### config.mk
export PLATFORM = sky130hd
export DESIGN_NAME = nibble_serial_add_sub_flat
export DESIGN_NICKNAME = d
export VERILOG_FILES = /design/src/rtl/nibble_serial_add_sub_pkg.sv /design/src/rtl/nibble_serial_add_sub_if.sv /design/src/rtl/nibble_serial_add_sub_slice.sv /design/src/rtl/nibble_serial_add_sub.sv /design/src/flat_wrapper.sv
export SDC_FILE = /design/constraint.sdc
export NUM_CORES = 1
export LEC_CHECK = 0
export CAP_MARGIN = 20
export CORE_UTILIZATION = 53
export CTS_BUF_LIST = sky130_fd_sc_hd__clkbuf_4
export DETAILED_ROUTE_END_ITERATION = 8
export PLACE_DENSITY = 0.82
export SETUP_SLACK_MARGIN = 0.4
export SYNTH_ARGS = -nofsm -noshare
export SYNTH_HDL_FRONTEND = slang
export SYNTH_SLANG_ARGS = --single-unit
### constraint.sdc
create_clock -name clk -period 3.45 [get_ports clk]
set_input_delay 0.69 -clock clk [delete_from_list [all_inputs] [get_ports clk]]
set_output_delay 0.69 -clock clk [all_outputs]
set_load 0.02 [all_outputs]
### src/rtl/nibble_serial_add_sub_pkg.sv
// Shared constants and types for the nibble-serial add/sub datapath.
package nibble_alu_pkg;
  localparam int NIBBLE_W = 4;

  typedef enum logic [1:0] {
    IDLE = 2'd0,
    RUN  = 2'd1,
    DONE = 2'd2
  } state_e;

  localparam logic OP_ADD = 1'b0;
  localparam logic OP_SUB = 1'b1;
endpackage

### src/rtl/nibble_serial_add_sub_if.sv
// Request/result handshake bundle; slave is the add/sub block, master drives requests.
interface nibble_serial_add_sub_if #(parameter int WIDTH = 16);
  logic             in_valid;
  logic             in_ready;
  logic [WIDTH-1:0] a;
  logic [WIDTH-1:0] b;
  logic             sub;
  logic             out_valid;
  logic             out_ready;
  logic [WIDTH-1:0] result;
  logic             carry_out;
  logic             overflow;

  modport master (
    output in_valid, a, b, sub, out_ready,
    input  in_ready, out_valid, result, carry_out, overflow
  );

  modport slave (
    input  in_valid, a, b, sub, out_ready,
    output in_ready, out_valid, result, carry_out, overflow
  );
endinterface

### src/rtl/nibble_serial_add_sub_slice.sv
// Combinational 4-bit ripple-carry adder slice.
module nibble_add_slice
  import nibble_alu_pkg::*;
(
  input  logic [NIBBLE_W-1:0] a,
  input  logic [NIBBLE_W-1:0] b,
  input  logic                cin,
  output logic [NIBBLE_W-1:0] sum,
  output logic                cout
);
  logic [NIBBLE_W:0] c;

  assign c[0] = cin;

  for (genvar i = 0; i < NIBBLE_W; i++) begin : g_fa
    assign sum[i]   = a[i] ^ b[i] ^ c[i];
    assign c[i+1]   = (a[i] & b[i]) | (c[i] & (a[i] ^ b[i]));
  end

  assign cout = c[NIBBLE_W];
endmodule

### src/rtl/nibble_serial_add_sub.sv
// WIDTH-bit add/sub streamed LSB nibble first through one 4-bit slice, carry registered between nibbles.
module nibble_serial_add_sub
  import nibble_alu_pkg::*;
#(
  parameter int WIDTH = 16
) (
  input  logic                    clk,
  input  logic                    rst_n,
  nibble_serial_add_sub_if.slave  bus
);
  localparam int NIBBLES = WIDTH / NIBBLE_W;
  localparam int IDX_W   = (NIBBLES > 1) ? $clog2(NIBBLES) : 1;
  localparam logic [IDX_W-1:0] LAST_IDX = IDX_W'(NIBBLES - 1);

  state_e             state_q, state_d;
  logic [IDX_W-1:0]   idx_q;
  logic [WIDTH-1:0]   a_q, beff_q, result_q;
  logic               carry_q, carry_out_q, overflow_q;
  logic               out_valid_q, in_ready_q;

  logic [NIBBLE_W-1:0] a_nib, b_nib, sum_nib;
  logic                cout;
  logic                accept, last;

  assign accept = (state_q == IDLE) && in_ready_q && bus.in_valid;
  assign last   = (idx_q == LAST_IDX);

  // b is stored already inverted for subtraction, so the slice only ever adds.
  assign a_nib = a_q[NIBBLE_W*int'(idx_q) +: NIBBLE_W];
  assign b_nib = beff_q[NIBBLE_W*int'(idx_q) +: NIBBLE_W];

  nibble_add_slice u_slice (
    .a    (a_nib),
    .b    (b_nib),
    .cin  (carry_q),
    .sum  (sum_nib),
    .cout (cout)
  );

  always_comb begin
    state_d = state_q;
    case (state_q)
      IDLE:    if (accept) state_d = RUN;
      RUN:     if (last) state_d = DONE;
      DONE:    if (out_valid_q && bus.out_ready) state_d = IDLE;
      default: state_d = IDLE;
    endcase
  end

  always_ff @(posedge clk or negedge rst_n) begin
    if (!rst_n) begin
      state_q     <= IDLE;
      idx_q       <= '0;
      a_q         <= '0;
      beff_q      <= '0;
      carry_q     <= 1'b0;
      result_q    <= '0;
      carry_out_q <= 1'b0;
      overflow_q  <= 1'b0;
      out_valid_q <= 1'b0;
      in_ready_q  <= 1'b0;
    end else begin
      state_q     <= state_d;
      in_ready_q  <= (state_d == IDLE);
      out_valid_q <= (state_d == DONE);
      if (accept) begin
        a_q     <= bus.a;
        beff_q  <= bus.b ^ {WIDTH{bus.sub}};
        carry_q <= bus.sub;
        idx_q   <= '0;
      end
      if (state_q == RUN) begin
        result_q[NIBBLE_W*int'(idx_q) +: NIBBLE_W] <= sum_nib;
        carry_q <= cout;
        idx_q   <= idx_q + 1'b1;
        // Flags frozen on the last nibble; sum_nib[MSB] is the result sign bit here.
        if (last) begin
          carry_out_q <= cout;
          overflow_q  <= (a_q[WIDTH-1] == beff_q[WIDTH-1]) &&
                         (sum_nib[NIBBLE_W-1] != a_q[WIDTH-1]);
        end
      end
    end
  end

  assign bus.in_ready  = in_ready_q;
  assign bus.out_valid = out_valid_q;
  assign bus.result    = result_q;
  assign bus.carry_out = carry_out_q;
  assign bus.overflow  = overflow_q;
endmodule
### src/flat_wrapper.sv
// flat-port wrapper written by rule: the top's interface ports become plain ports
module nibble_serial_add_sub_flat import nibble_alu_pkg::*;
#(
  parameter int WIDTH = 16
)
  (clk, rst_n, bus_in_valid, bus_a, bus_b, bus_sub, bus_out_ready, bus_in_ready, bus_out_valid, bus_result, bus_carry_out, bus_overflow);
  nibble_serial_add_sub_if #(.WIDTH(WIDTH)) bus_i ();
  input  logic clk;
  input  logic rst_n;
  input wire logic [$bits(bus_i.in_valid)-1:0] bus_in_valid;
  input wire logic [$bits(bus_i.a)-1:0] bus_a;
  input wire logic [$bits(bus_i.b)-1:0] bus_b;
  input wire logic [$bits(bus_i.sub)-1:0] bus_sub;
  input wire logic [$bits(bus_i.out_ready)-1:0] bus_out_ready;
  output wire logic [$bits(bus_i.in_ready)-1:0] bus_in_ready;
  output wire logic [$bits(bus_i.out_valid)-1:0] bus_out_valid;
  output wire logic [$bits(bus_i.result)-1:0] bus_result;
  output wire logic [$bits(bus_i.carry_out)-1:0] bus_carry_out;
  output wire logic [$bits(bus_i.overflow)-1:0] bus_overflow;
  assign bus_i.in_valid = bus_in_valid;
  assign bus_i.a = bus_a;
  assign bus_i.b = bus_b;
  assign bus_i.sub = bus_sub;
  assign bus_i.out_ready = bus_out_ready;
  assign bus_in_ready = bus_i.in_ready;
  assign bus_out_valid = bus_i.out_valid;
  assign bus_result = bus_i.result;
  assign bus_carry_out = bus_i.carry_out;
  assign bus_overflow = bus_i.overflow;
  nibble_serial_add_sub #(.WIDTH(WIDTH)) u_core (.clk(clk), .rst_n(rst_n), .bus(bus_i));
endmodule
Word-level counts from Yosys, hierarchy flattened:

Index checks and enable logic that the tools add are counted.

* register bits: 57
* logic and storage cells: 60

* add/subtract/negate cells: 2
* eq/ne operators: 6
* shift-type cells: 4
* muxes and demuxes: 9
* bitwise gates (word level): 21
* reductions and logical operators: 8

Operator list (number)
* negation 4 -> 33 bit: 1
* variable shift 4 x 33 -> 16 bit, first input constant: 1
* variable part select 4 x 33 -> 16 bit: 1
* variable part select 16 x 5 -> 4 bit: 2
* bitwise mux 16 bit: 1
* bitwise XOR 16 bit: 1
* 2-to-1 mux 2 bit: 5
* bitwise AND 1 bit: 8
* bitwise XOR 1 bit: 8
* == test 2 bit, second input constant: 3
* case mux 2 bit (3 select lines): 1
* logical AND 1 bit: 4
* logical NOT 2 bit: 2
* bitwise OR 1 bit: 4
* adder 2 x 1 -> 2 bit, second input constant: 1
* == test 2 x 1 -> 1 bit, second input constant: 1
* 2-to-1 mux 1 bit: 2
* AND reduction 2 bit: 1
* nonzero test 2 bit: 1
* == test 1 bit: 1
* != test 1 bit: 1

Longest topological paths before layout:

Gate-level depths: netlist of the first run.

* word-level depth: 11
* depth in mapped cells: 11
* gate-level depth less buffers: 10

Modules after synthesis:

Synthesis of the first run repeated with hierarchy kept, for this count alone.

* cell total of the unflattened synthesis: 224
* area total of the unflattened synthesis: 2806.4 um2

By module, submodules not included
* nibble_serial_add_sub: instances 1, cells an instance 210, area each 2688.8 um2
* nibble_add_slice: instances 1, cells an instance 14, area each 117.6 um2

Least setup slack after synthesis of the first run:

Ideal clock, no wire load.

* kind: reg-to-reg
* from: register u_core.idx_q[0]
* to: register u_core.overflow_q, in the netlist u_core.bus.overflow
* arrival: 2.925 ns
* data required time: 3.325 ns
* setup slack: 0.401 ns
* cell stages (with the launch flop): 12
* buffers on the path: 1
* period minus slack after synthesis: 3.049 ns
* cells stage by stage: dfrtp_1 -> buf_2 -> mux4_2 -> inv_1 -> fa_1 -> fa_1 -> inv_1 -> fa_1 -> fa_1 -> nand2b_1 -> o22ai_1 -> mux2_2

* word-level cells in the longest chain between the ends: 11

Ends and longest elaborated chain
* from (decl): line nibble_serial_add_sub.sv:16 `logic [IDX_W-1:0] idx_q;`
* from (signal assigned): line nibble_serial_add_sub.sv:75 `idx_q <= idx_q + 1'b1;`
* variable part select 16 x 5 -> 4 bit (on tied branches): line nibble_serial_add_sub.sv:29, nibble_serial_add_sub.sv:30
* bitwise XOR 1 bit: line nibble_serial_add_sub_slice.sv:17 `assign c[i+1] = (a[i] & b[i]) | (c[i] & (a[i] ^ b[i]));`
* bitwise AND 1 bit: line nibble_serial_add_sub_slice.sv:17
* bitwise OR 1 bit: line nibble_serial_add_sub_slice.sv:17
* bitwise AND 1 bit: line nibble_serial_add_sub_slice.sv:17
* bitwise OR 1 bit: line nibble_serial_add_sub_slice.sv:17
* bitwise AND 1 bit: line nibble_serial_add_sub_slice.sv:17
* bitwise OR 1 bit: line nibble_serial_add_sub_slice.sv:17
* bitwise XOR 1 bit: line nibble_serial_add_sub_slice.sv:16 `assign sum[i] = a[i] ^ b[i] ^ c[i];`
* != test 1 bit: line nibble_serial_add_sub.sv:80 `(sum_nib[NIBBLE_W-1] != a_q[WIDTH-1]);`
* logical AND 1 bit: line nibble_serial_add_sub.sv:79 `overflow_q <= (a_q[WIDTH-1] == beff_q[WIDTH-1]) &&`
* to (signal assigned): line nibble_serial_add_sub.sv:79
* to (decl): line nibble_serial_add_sub.sv:18 `logic carry_q, carry_out_q, overflow_q;`

Several ways; a longest one is shown, not always the timed one.
A chain may end at the register's enable or synchronous reset.

Final worst setup path of the first run:

Same ends and word-level chain as after synthesis.

==> results of run 1 <==
==> per-stage QoR <==
| step | power, uW | hold WS, ns | instances | setup WS (ns) | cell area [um2] |
|---|---|---|---|---|---|
| 2_1_floorplan | 2400 | 0.394 | 222 | 0.401 | 2770 |
| 3_3_place_gp | 2850 | 0.457 | 336 | 0.427 | 3340 |
| 3_5_place_dp | 2910 | 0.460 | 336 | 0.322 | 3340 |
| 4_1_cts | 3390 | 0.249 | 352 | 0.456 | 3470 |
| 5_1_grt | 3670 | 0.295 | 354 | 0.404 | 3490 |
| 6_report | 3410 | 0.251 | 354 | 0.551 | 3490 |
==> synth_stat cells, types with 4 or more instances <==
cell                        n  area [um2]
sky130_fd_sc_hd__o31ai_1    7        52.6
sky130_fd_sc_hd__dfrtp_1   57        1430
sky130_fd_sc_hd__inv_1      9        33.8
sky130_fd_sc_hd__xnor2_1   16         140
sky130_fd_sc_hd__mux2_2     6        67.6
sky130_fd_sc_hd__fa_1       4        80.1
sky130_fd_sc_hd__nor2_1    16        60.1
sky130_fd_sc_hd__ha_1       6        75.1
sky130_fd_sc_hd__nand2_1   22        82.6
sky130_fd_sc_hd__o41ai_1    6        52.6
sky130_fd_sc_hd__nand3b_1   4        30.0
sky130_fd_sc_hd__buf_6      5        56.3
sky130_fd_sc_hd__mux2_1    12         135
sky130_fd_sc_hd__nand2b_1   4        25.0
sky130_fd_sc_hd__mux4_2     8         180
sky130_fd_sc_hd__a21oi_1   16        80.1
sky130_fd_sc_hd__buf_2      4        20.0
==> what timing repair did <==
| action | in CTS | in global routing |
|---|---|---|
| resized for setup | 1 | 1 |
| pin swaps | 0 | 0 |
| buffers inserted | 0 | 2 |
| hold endpoints to repair | 0 | 0 |
| setup endpoints to repair | 4 | 4 |
==> state kept, by name, indices dropped and copies added, names as in the netlist <==
| name | count |
|---|---|
| u_core.bus.overflow | 1 |
| u_core.carry_q | 1 |
| u_core.beff_q | 16 |
| u_core.bus.result | 16 |
| u_core.bus.in_ready | 1 |
| u_core.bus.out_valid | 1 |
| u_core.bus.carry_out | 1 |
| u_core.idx_q | 2 |
| u_core.a_q | 16 |
| u_core.state_q | 2 |
==> cell families (layout without fill, tap and decap cells) <==
group | count (synthesis) | count (layout) | synth area share, %
multiplexers | 26 | 26 | 13.8
XOR/XNOR | 16 | 16 | 5.07
buffers and inverters | 22 | 87 | 4.79
AO/OA/AOI/OAI | 37 | 37 | 8.82
flip-flops | 57 | 57 | 51.6
AND/OR/NAND/NOR | 54 | 54 | 10.3
adder cells (fa/ha/maj) | 10 | 10 | 5.61
==> metal layers <==
metal	global-route usage (%)	part of all wire, %
met4	14.3	3.2
met1	29.2	42
met5	0	0
met3	4.47	4.9
met2	35.9	50
==> cells in the final DEF (no fill, tap or decap), drive strengths merged, types with 2 or more instances in the layout <==
master	n
a21o	2
a21oi	16
a22o	2
buf	7
clkbuf	12
clkdlybuf4s50	55
clkinv	3
dfrtp	57
fa	4
ha	6
inv	9
mux2	18
mux4	8
nand2	22
nand2b	4
nand3b	5
nor2	16
nor3	2
o21ai	2
o31ai	7
o41ai	6
xnor2	16
==> worst paths after layout <==
check,endpoint,from
worst min register to register,u_core.bus.result[8]$_DFFE_PN0P_,u_core.bus.result[8]$_DFFE_PN0P_
min in group clk,u_core.bus.result[8]$_DFFE_PN0P_,u_core.bus.result[8]$_DFFE_PN0P_
worst max-delay path,u_core.bus.overflow$_DFFE_PN0P_,u_core.idx_q[0]$_DFFE_PN0P_
worst max register to register,u_core.bus.overflow$_DFFE_PN0P_,u_core.idx_q[0]$_DFFE_PN0P_
worst min-delay path,u_core.a_q[3]$_DFFE_PN0P_,rst_n
max in group asynchronous,u_core.idx_q[0]$_DFFE_PN0P_,rst_n
==> area by class of cell <==
class	instances	share of cell area [%]
repair buffers	62	17.2
clock inverters	4	1.25
multi-input cells	143	34.7
clock buffers	12	2.58
inverters	9	0.968
flip-flops and latches	57	40.9
well taps	67	2.40
==> worst max-delay path: cells and delay by family, from the launching register on <==
kind            cells  cell delay (ns)
flops               1             0.48
fa+ha+maj           4             1.43
mux                 2             0.61
compound gates      1             0.07
buf+inv             2             0.13
simple gates        1             0.09
==> report_power, final <==
| part | internal [uW] | switching, uW | leakage, uW |
|---|---|---|---|
| registers | 972 | 225 | 0.000696 |
| clock network | 241 | 236 | 0.0000787 |
| logic | 839 | 896 | 0.000701 |
| total | 2050 | 1360 | 0.00148 |
==> summary.txt, run 1 <==
Outcome
  • Outcome: completed

Finish
  • Proportion of layout cells with a drive suffix above 1: 13.9%
  • Sequential cell area in the final layout: 1430 um2
  • Final Util: 71.5%
  • Antenna diode count: 0
  • Area taken by multi-input logic gates: 1210 um2
  • Area Growth Syn to Fin: 26.1%
  • Filler cell count in the final layout: 378
  • Number of nets in the final layout: 329

Critical path
  • Top cell by count, worst path: sky130_fd_sc_hd__fa_1
  • Critical-path cell list: mux4_2 -> inv_1 -> fa_1 -> fa_1 -> inv_1 -> fa_1 -> fa_2 -> nand2b_1 -> o22ai_1 -> mux2_2
  • R2R cell count: 10
  • R2R Setup Slk: 0.55 ns
  • Type of destination of the critical path: register
  • Maximum net fanout on the critical path: 7
  • Cell at the slowest stage of the critical path: sky130_fd_sc_hd__dfrtp_2
  • Startpoint class of the critical path: register
  • Required arrival time at the worst endpoint: 3.75 ns
  • Arrival time at the worst endpoint: 3.20 ns
  • Slowest cell delay on critical path: 0.48 ns
  • Critical Setup Path Class: register to register

Timing
  • Final cycle utilization of the critical path: 84.0%
  • Max-Slew Margin vs Limit: 42.7%
  • Final Slew Violations: 0
  • Total negative slack: 0 ns
  • Count of endpoints failing hold in the final timing report: 0
  • Clock skew after layout: 0.0107 ns
  • Minimum clock period after layout: 2.90 ns
  • Final setup violating endpoints: 0
  • Transition time of the tightest slew-check pin: 0.857 ns
  • Setup repair after global routing missed its margin: false
  • Achievable clock frequency: 345 MHz

Floorplanning
  • Number of primary I/O pins: 57
  • Cell row count: 25
  • Die outline height: 74.2 um
  • Area inside the core boundary: 4880 um2
  • Die Outline Area: 5510 um2
  • Initial Utilization: 56.7%
  • Width of the die: 74.2 um

GRT
  • Initial antenna violation count: 0
  • Maximum number of pins on one net before global-route repair: 55
  • Gr ovfl total: 0
  • Vias in the first global route: 1856
  • Wire length of the first global-routing pass: 8900 um
  • Global routing usage summed across all routing layers: 22.8%

Route
  • Via-per-instance ratio: 5.45
  • Routed vias: 1930
  • Number of nets with antenna violations after routing: 0
  • DRC violations left: 0
  • 1st-pass router iterations: 4
  • Per-cell routed wire length: 15.2 um
  • Number of design-rule violations left by the first detailed-router iteration: 142
  • Overall routed net length: 5370 um

Synth
  • Average size of a mapped cell: 12.5 um2
  • Flops & latches, synth: 57
  • Number of instances in the synthesized netlist: 222
  • Net count after synthesis: 269
  • YS warnings: 0
  • Post-synth EDFFs: 0
  • Post-synthesis instance area: 2770 um2
  • Ys async rst share: 100%
  • Part of the Yosys area used for sequential elements: 51.6%
  • Prevailing post-synth register cell: sky130_fd_sc_hd__dfrtp_1
  • Yosys cell types: 32

Clock tree
  • Root buf cell: sky130_fd_sc_hd__clkbuf_4
  • # hold bufs at CTS: 0
  • CTS Buffer Depth: 2
  • Sinks on the clock net: 57
  • Worst-path clk slew: 0.10 ns
  • Deepest level of the CTS H-tree: 3
  • CTS tree: built
  • Clock insertion delay at the later pin of the skew report: 0.41 ns
  • Cts bufs inserted: 9

Pwr
  • Cell leakage power: 0.00148 uW
  • Max IR drop VDD: 0.537 mV
  • Total power density per cell area: 977 nW/um2

Placed design
  • Post-DP HPWL: 3960 um
  • Count of input and output buffers: 56
  • Routability congestion estimate from global placement: 0.809

Flow run
  • Total of max-cap violations: 0

Worst hold path
  • Hold WC Path Type: primary input to asynchronous set/reset pin
(Power assumes the default switching activity.)
==> inputs of run 2 (changes only) <==
- clock period: 3.45 -> 3 ns (I/O delays scaled with it)
==> summary.txt, run 2 (synthesis gave the netlist of run 1 again) <==
Critical path
  • Top cell by count, worst path: sky130_fd_sc_hd__fa_2
  • R2R Setup Slk: 0.15 ns (-0.40 ns)
  • Crit Reg-Reg Endpoint: u_core.bus.overflow$_DFFE_PN0P_
  • Cell at the slowest stage of the critical path: sky130_fd_sc_hd__fa_2
  • Required arrival time at the worst endpoint: 3.30 ns (-0.45 ns)
  • Arrival time at the worst endpoint: 3.14 ns (-0.06 ns)
  • Worst setup startpoint: u_core.idx_q[0]$_DFFE_PN0P_
  • Type of destination of the critical path: register
  • End of the critical path: u_core.bus.overflow$_DFFE_PN0P_
  • Maximum net fanout on the critical path: 5 (-2)
  • Worst r2r src: u_core.idx_q[0]$_DFFE_PN0P_
  • R2R cell count: 10 (unchanged)
  • Critical-path cell list: mux4_2 -> inv_2 -> fa_2 -> fa_2 -> inv_2 -> fa_2 -> fa_2 -> nand2b_1 -> o22ai_2 -> mux2_2
  • Critical Setup Path Class: register to register
  • Startpoint class of the critical path: register
  • Slowest cell delay on critical path: 0.49 ns (about the same)

Floorplanning
  • Number of primary I/O pins: 57 (unchanged)
  • Cell row count: 25 (unchanged)
  • Area inside the core boundary: 4880 um2 (unchanged)
  • Die Outline Area: 5510 um2 (unchanged)
  • Initial Utilization: 56.7% (unchanged)
  • Die outline height: 74.2 um (unchanged)
  • Width of the die: 74.2 um (unchanged)

Pwr
  • Total power density per cell area: 1170 nW/um2 (+20%)
  • Max IR drop VDD: 0.698 mV (+30%)
  • Cell leakage power: 0.00148 uW (+0.46%)
  • Post-layout power: 4150 uW (+22%)

Timing
  • Minimum clock period after layout: 2.85 ns (-0.0528 ns)
  • Total negative slack: 0 ns (unchanged)
  • Achievable clock frequency: 351 MHz (+1.9%)
  • Final Slew Violations: 0 (unchanged)
  • Transition time of the tightest slew-check pin: 0.884 ns (+0.0273 ns)
  • Setup repair after global routing missed its margin: true
  • Final setup violating endpoints: 0 (unchanged)
  • Final cycle utilization of the critical path: 94.9% (+11 points)
  • Clock skew after layout: 0.0166 ns (+0.00594 ns)
  • Count of endpoints failing hold in the final timing report: 0 (unchanged)
  • Max-Slew Margin vs Limit: 40.9% (-1.8 points)

Clock tree
  • Worst-path clk slew: 0.09 ns (about the same)
  • Clock insertion delay at the later pin of the skew report: 0.41 ns (about the same)
  • CTS Buffer Depth: 2 (unchanged)
  • CTS tree: built
  • Root buf cell: sky130_fd_sc_hd__clkbuf_4
  • Cts bufs inserted: 9 (unchanged)
  • Sinks on the clock net: 57 (unchanged)
  • Deepest level of the CTS H-tree: 3 (unchanged)
  • Post-CTS setup buffer count: 0 (unchanged)

Route
  • 1st-pass router iterations: 4 (unchanged)
  • Number of nets with antenna violations after routing: 0 (unchanged)
  • Via-per-instance ratio: 5.45 (about the same)
  • Routed vias: 1934 (+0.21%)
  • Overall routed net length: 5480 um (+2.1%)
  • DRC violations left: 0 (unchanged)
  • Number of design-rule violations left by the first detailed-router iteration: 114 (-20%)
  • Per-cell routed wire length: 15.4 um (+1.9%)

Outcome
  • Outcome: completed

Finish
  • Post-Layout Inst Area: 3540 um2 (+1.4%)
  • Number of nets in the final layout: 330 (+0.30%)
  • Commonest non-fill, non-tap cells in the layout: sky130_fd_sc_hd__dfrtp_1 (56), sky130_fd_sc_hd__clkdlybuf4s50_1 (55), sky130_fd_sc_hd__nand2_1 (22)
  • Area Growth Syn to Fin: 27.9%
  • Proportion of layout cells with a drive suffix above 1: 17.4% (+3.4 points)
  • Antenna diode count: 0 (unchanged)
  • Most common cell after layout, fill and taps aside: sky130_fd_sc_hd__dfrtp_1

Placed design
  • Post-DP HPWL: 4010 um (+1.4%)
  • Cell area after placement: 3370 um2 (+0.94%)
  • Routability congestion estimate from global placement: 0.806 (-0.37%)
  • Count of input and output buffers: 56 (unchanged)

GRT
  • Gr ovfl total: 0 (unchanged)
  • Vias in the first global route: 1937 (+4.4%)
  • Global routing usage summed across all routing layers: 23.4% (+0.66 points)
  • Wire length of the first global-routing pass: 9260 um (+4.0%)
  • Maximum number of pins on one net before global-route repair: 41 (-25%)
  • Initial antenna violation count: 0 (unchanged)

Worst hold path
  • Hold WC Path Type: primary input to asynchronous set/reset pin

Flow run
  • Total of max-cap violations: 0 (unchanged)
[run 2: cell types whose count changed in the layout (fill, tap and decap cells not counted), sizes merged]
cell / previous run / this run
buf: 7 / 8
clkbuf: 12 / 11
clkinv: 3 / 4
[run 2: layout make-up]
| cell class | count | area (um2) |
|---|---|---|
| Timing Repair Buffer | 63 | 608 |
| Multi-Input combinational cell | 143 | 1250 |
| Sequential cell | 57 | 1430 |
| Inverter | 9 | 33.8 |
| Fill cell | 371 | 1340 |
| Clock inverter | 5 | 46.3 |
| Clock buffer | 11 | 82.6 |
| Tap cell | 67 | 83.8 |
[run 2: worst min path at each step]
stage                     cells after the start                                to
after global routing                          1  u_core.bus.result[0]$_DFFE_PN0P_
after global placement                        2  u_core.bus.result[5]$_DFFE_PN0P_
after floorplan                               0         u_core.a_q[0]$_DFFE_PN0P_
after detailed placement                      2  u_core.bus.result[5]$_DFFE_PN0P_
after CTS                                     1  u_core.bus.result[0]$_DFFE_PN0P_
final                                         1  u_core.bus.result[0]$_DFFE_PN0P_
[run 2: critical path: cells and delay by family (launching register included)]
| kind | cells | cell delay, ns |
|---|---|---|
| buf+inv | 2 | 0.10 |
| flops | 1 | 0.46 |
| compound gates | 1 | 0.08 |
| simple gates | 1 | 0.13 |
| fa+ha+maj | 4 | 1.37 |
| mux | 2 | 0.61 |
[run 2: repair_timing]
item | in CTS | in global routing
pin swaps | 1 | 3
hold buffers | 0 | 0
endpoints found under the hold margin | 0 | 0
setup endpoints to repair | 4 | 6
gates resized for setup | 2 | 7
[run 2: power breakdown]
group / total [uW] / switching [uW] / internal (uW) / leakage [uW]
registers: 1370 / 249 / 1120 / 0.000696
logic: 2250 / 1180 / 1070 / 0.000713
clock network: 533 / 269 / 264 / 0.0000734
[run 2: through the flow]
step | cells | hold slack [ns] | util (%) | setup slack, ns
finish | 355 | 0.211 | 72.5 | 0.153
global route | 355 | 0.238 | 72.5 | 0.0885
CTS | 355 | 0.208 | 71.7 | 0.226
detailed placement | 339 | 0.470 | 69.0 | 0.186
global placement | 339 | 0.457 | 69.0 | 0.221
floorplan | 222 | 0.304 | - | 0.142
[run 2: per-layer routing]
| metal | global-route usage [%] | up-vias | wire length (um) |
|---|---|---|---|
| met5 | 0 | - | 0 |
| met3 | 4.88 | 11 | 211 |
| li1 | - | 906 | - |
| met4 | 13.4 | 0 | 131 |
| met2 | 37.1 | 62 | 2830 |
| met1 | 30.3 | 955 | 2310 |
